[config.mk]
export PLATFORM = sky130hd
export DESIGN_NAME = pc_fetch_unit
export DESIGN_NICKNAME = d
export VERILOG_FILES = /design/src/rtl/pc_fetch_unit.sv
export SDC_FILE = /design/constraint.sdc
export NUM_CORES = 1
export LEC_CHECK = 0
export CORE_AREA = 3 3 112 114
export DETAILED_ROUTE_END_ITERATION = 10
export DIE_AREA = 0 0 115 117
export PLACE_DENSITY = 0.8
export SETUP_SLACK_MARGIN = 0.3
export SLEW_MARGIN = 20
export SYNTH_ARGS = -nofsm -noshare
export SYNTH_HDL_FRONTEND = slang
export SYNTH_SLANG_ARGS = --single-unit
[constraint.sdc]
create_clock -name clk -period 2.45 [get_ports clk]
set_input_delay 0.49 -clock clk [delete_from_list [all_inputs] [get_ports clk]]
set_output_delay 0.49 -clock clk [all_outputs]
set_load 0.02 [all_outputs]
[src/rtl/pc_fetch_unit.sv]
// rtl/pc_fetch_unit.sv - program counter and instruction-fetch sequencer
module pc_fetch_unit #(
    parameter int                ADDR_W   = 32,
    parameter int                DATA_W   = 32,
    parameter logic [ADDR_W-1:0] RESET_PC = ADDR_W'(32)
) (
    input  logic              clk,
    input  logic              rst_n,
    output logic              imem_req_valid,
    input  logic              imem_req_ready,
    output logic [ADDR_W-1:0] imem_req_addr,
    input  logic              imem_resp_valid,
    input  logic [DATA_W-1:0] imem_resp_data,
    output logic              instr_valid,
    output logic [DATA_W-1:0] instr,
    output logic [ADDR_W-1:0] pc,
    output logic [ADDR_W-1:0] pc_plus4,
    input  logic [ADDR_W-1:0] next_pc,
    input  logic              commit,
    output logic              misalign,
    output logic [31:0]       retired_count
);

    typedef enum logic [1:0] {
        S_REQ  = 2'd0,
        S_WAIT = 2'd1,
        S_EXEC = 2'd2
    } state_t;

    state_t            r_state;
    logic [ADDR_W-1:0] r_pc;
    logic [DATA_W-1:0] r_instr;
    logic              r_misalign;
    logic [31:0]       r_count;

    always_ff @(posedge clk or negedge rst_n) begin
        if (!rst_n) begin
            r_state    <= S_REQ;
            r_pc       <= RESET_PC;
            r_instr    <= '0;
            r_misalign <= 1'b0;
            r_count    <= '0;
        end else begin
            case (r_state)
                S_REQ: begin
                    if (imem_req_ready) begin
                        r_state <= S_WAIT;
                    end
                end
                S_WAIT: begin
                    if (imem_resp_valid) begin
                        r_instr <= imem_resp_data;
                        r_state <= S_EXEC;
                    end
                end
                S_EXEC: begin
                    // Low address bits are dropped from pc but remembered in the sticky flag.
                    if (commit) begin
                        r_pc    <= {next_pc[ADDR_W-1:2], 2'b00};
                        r_count <= r_count + 32'd1;
                        if (next_pc[1:0] != 2'b00) begin
                            r_misalign <= 1'b1;
                        end
                        r_state <= S_REQ;
                    end
                end
                default: r_state <= S_REQ;
            endcase
        end
    end

    assign imem_req_valid = (r_state == S_REQ);
    assign imem_req_addr  = r_pc;
    assign instr_valid    = (r_state == S_EXEC);
    assign instr          = r_instr;
    assign pc             = r_pc;
    assign pc_plus4       = r_pc + ADDR_W'(4);
    assign misalign       = r_misalign;
    assign retired_count  = r_count;

endmodule

# Word-level counts from Yosys, hierarchy flattened
# Index checks and enable logic that the tools add are counted.
# classes
magnitude_cmp	0
mul	0
n_shift	0
n_reduce_logical	6
add_sub_neg	2
n_eq_ne	5
mux	4
n_div	0
bitwise_logic	0
# ops
cell	n
$add A32 B1 Y32 const B	1
$add A32 B3 Y32 const B	1
$mux W2	3
$pmux W2 S3	1
$reduce_and A3 Y1	2
$ne A2 B1 Y1 const B	2
$reduce_and A2 Y1	2
$eq A2 B1 Y1 const B	1
$eq A2 B2 Y1 const B	1
$logic_not A2 Y1	1
$ne A2 B2 Y1 const B	1
$reduce_bool A2 Y1	1
# totals
latchBits	0
romBits	0
mem_bits_rw	0
register_bits	97
inputBits	69
mem_count	0

# Depth between registers and ports, before layout
# depth
depth_word	3
ltp_mapped	7
depth_no_buf	5

# Worst setup path before layout
# OpenSTA, ideal clock, no wires.
# synth_timing
kind	register to output
startpoint	register r_pc[14] (netlist: imem_req_addr[14])
endpoint	output port pc_plus4[25]
arrival_time_ns	1.977
t_required_ns	1.960
path_slack_ns	-0.017
path_stages_with_launch	6
path_cell_list	dfrtp_1 buf_2 nand4_1 or4_4 nor4_2 xor2_1
# synth_via
elab_chain_len	1
# synth_rtl
item	line_no	rtl
from (decl)	31	logic [ADDR_W-1:0] r_pc;
from (signal assigned)	59	r_pc <= {next_pc[ADDR_W-1:2], 2'b00};
$add A32 B3 Y32	77	assign pc_plus4 = r_pc + ADDR_W'(4);
to (decl)	17	output logic [ADDR_W-1:0] pc_plus4,
# Every way passes these cells.

# Worst setup path in the final report
# layout_timing
startpoint	register r_pc[5] (netlist: imem_req_addr[5])
endpoint	output port pc_plus4[21]
# The elaborated chain is that of the path after synthesis.

==> results.cfg <==
[finish]
fin_cells = 808
design_area_um2 = 8117
multiInputGateArea_um2 = 2350
antenna_cells = 0
area_growth_pct = 69.82
drive_above_1_share = 0.3534
fillerInstances = 803
seqCellArea_um2 = 2435
layout.nets = 731

[die]
start_util = 0.4150
dieHeight_um = 117
fp.dieArea_um2 = 13460
fp-row-count = 39
io_pins = 232
core_area_um2 = 11520
fp.dieW_um = 115

[clock_network]
ctsHoldBuffers = 0
numCtsBuffers = 9
insertion_delay_ps = 330
cts_buffer_depth = 2
cts.root.buffer_cell = clkbuf_16
cts_sinks = 97
path_clk_slew_ps = 70
cts_tree = built
cts_htree_levels = 3

[drt]
drt_iter0_markers = 148
routed_via_density = 4.964
wl_per_cell_um = 17.78
num_vias = 4011
route.final.wire_length_um = 14360
remaining_drc_errors = 0
ant_nets = 0
dr.pass1.iters = 6

[placed_design]
place_congestion = 0.8665
dpl.hpwl_um = 10480
placed_cells = 769
port_buffers = 225
post_dp_cell_area_um2 = 7475

[power]
p_total_uw = 9979
p_per_area_nw_per_um2 = 1229
p_leak_uw = 0.003573
ir_worst_vdd_uv = 612.2

[global_route]
grt_max_degree = 49
grt_use_total = 0.2097
overflow = 0
grt_pass1_vias = 4100
grt_pass1_wl_um = 22090
antenna_found_initial = 0

[synth]
yosysSeqAreaShare = 0.5081
synth_seq_cells = 97
synth_common_cells = 96 x dfrtp_1, 63 x mux2_2, 39 x xnor2_1
synthDistinctLibCells = 36
synthTopCellsByArea = dfrtp_1 50%, mux2_2 15%, xnor2_1 7.1%, buf_4 5.8%, xor2_1 3.7%
yosys_warnings = 0
syn_avg_cell_area_um2 = 12.07
synth_flop_cell = dfrtp_1
netlist_instances = 396
synth_top_area_frac = 0.5026
ys_async_sr_fraction = 1.000
yosys.area.top_type = dfrtp_1
synth_enable_flop_cells = 0
synth_area_um2 = 4780
yosysMostFrequentCell = dfrtp_1

[setup_path]
critPathMaxStageDelay_ps = 600
rr_worst_depth = 4
critPathSlowestCell = or4_4
required_ps = 1960
cp.arrival_ps = 2190
endpoint_kind = output pin
critPathMaxFanout = 3
cp_num_cells = 6
path_class = flip-flop to output pin
path_buf_inv = 2
path_cells = nand4_4 > or4_4 > buf_12 > nor3_4 > xor2_2 > buf_6
cp-start-kind = flip-flop
crit_family = simple AND/OR/NAND/NOR gates

[sta]
drv_slew = 0
hold_viol_final = 0
setup_viol = 18
worst_slack_ps = -234.4
skew_ps = 6.826
rsz0062_at_grt = true
finalCritPeriodShare = 1.096
slew_headroom = 0.5317
hold_slack_ps = 31.74
period_needed_ps = 2684
worst_pin_slew_ps = 696.7
fin_tns_setup_ps = -2194
fmax_mhz = 372.5

[outcome]
violations = setup timing
outcome = complete, but fails checks

[job]
maxCapViolations = 0

[min_path]
hp-class = primary input to asynchronous set/reset pin
-- what timing repair did --
item,in CTS,in global routing
pin swaps,20,20
resized for setup,176,23
setup endpoints to repair,30,26
cloned,0,0
buffers inserted,15,8
-- layout by cell type, fill, tap and decap left out, drive strengths merged, types with 2 or more instances in the layout --
cell,count
inv,8
clkinvlp,2
xnor2,39
clkbuf,11
ha,2
nand4,24
buf,97
and3,7
mux2,63
and4,6
nand2,24
nand4b,3
xor2,20
dfrtp,96
nand3,15
nor4,8
clkinv,3
conb,6
nor3,7
or4,2
clkdlybuf4s50,192
and2,2
dlygate4sd2,5
nor2,12
-- cells by family (layout without fill, tap and decap cells) --
| logic type | count (synthesis) | in the layout | share of synthesized area |
|---|---|---|---|
| other cells | 1 | 6 | 0.0007846 |
| mux | 64 | 64 | 0.1505 |
| flops | 97 | 97 | 0.5081 |
| xor+xnor | 59 | 59 | 0.1081 |
| fa+ha+maj | 2 | 2 | 0.005235 |
| simple gates | 116 | 116 | 0.1510 |
| compound gates | 2 | 2 | 0.002617 |
| buf+inv | 55 | 319 | 0.07356 |
-- through the flow --
step / worst slack (ps) / utilization
final: -234.4 / 0.7048
after floorplan: 123.3 / -
after CTS: -278.0 / 0.6915
after global placement: -245.6 / 0.6491
after detailed placement: -300.3 / 0.6491
after global routing: -303.1 / 0.7048
-- sequential cells by signal (all words and copies together), names as in the netlist --
| signal | cells |
|---|---|
| misalign | 1 |
| imem_req_addr | 30 |
| retired_count | 32 |
| r_state | 2 |
| instr | 32 |
-- area by class of cell --
cell class	count	share of cell area
Timing Repair Buffer	295	0.3498
Tap cell	143	0.02204
Clock buffer	11	0.02991
Sequential cell	97	0.3000
Inverter	8	0.003700
Multi-Input combinational cell	249	0.2895
Clock inverter	5	0.005087
-- power breakdown --
part | switching (µW) | internal, µW
registers | 436 | 2180
logic | 2980 | 3060
clock network | 597 | 722
total | 4010 | 5970
-- path summary, 6_finish.rpt --
| path | start | end | slack, ps |
|---|---|---|---|
| worst min-delay path | rst_n | imem_req_addr[30]$_DFFE_PN0P_ | 30 |
| worst min register to register | misalign$_DFFE_PN0P_ | misalign$_DFFE_PN0P_ | 470 |
| min in group clk | misalign$_DFFE_PN0P_ | misalign$_DFFE_PN0P_ | 470 |
| max in group asynchronous | rst_n | imem_req_addr[14]$_DFFE_PN0P_ | 1700 |
| worst max register to register | retired_count[13]$_DFFE_PN0P_ | retired_count[31]$_DFFE_PN0P_ | 650 |
| worst max-delay path | imem_req_addr[5]$_DFFE_PN1P_ | pc_plus4[21] | -230 |
-- per-layer routing --
| layer | vias to the layer above | global-route usage | wire length, µm |
|---|---|---|---|
| li1 | 1855 | - | - |
| met1 | 1975 | 0.2445 | 5416 |
| met2 | 157 | 0.3789 | 7641 |
| met3 | 24 | 0.04781 | 955 |
| met4 | 0 | 0.07512 | 350 |
| met5 | - | 0 | 0 |
Note: power is estimated with default switching activity, not from simulation.
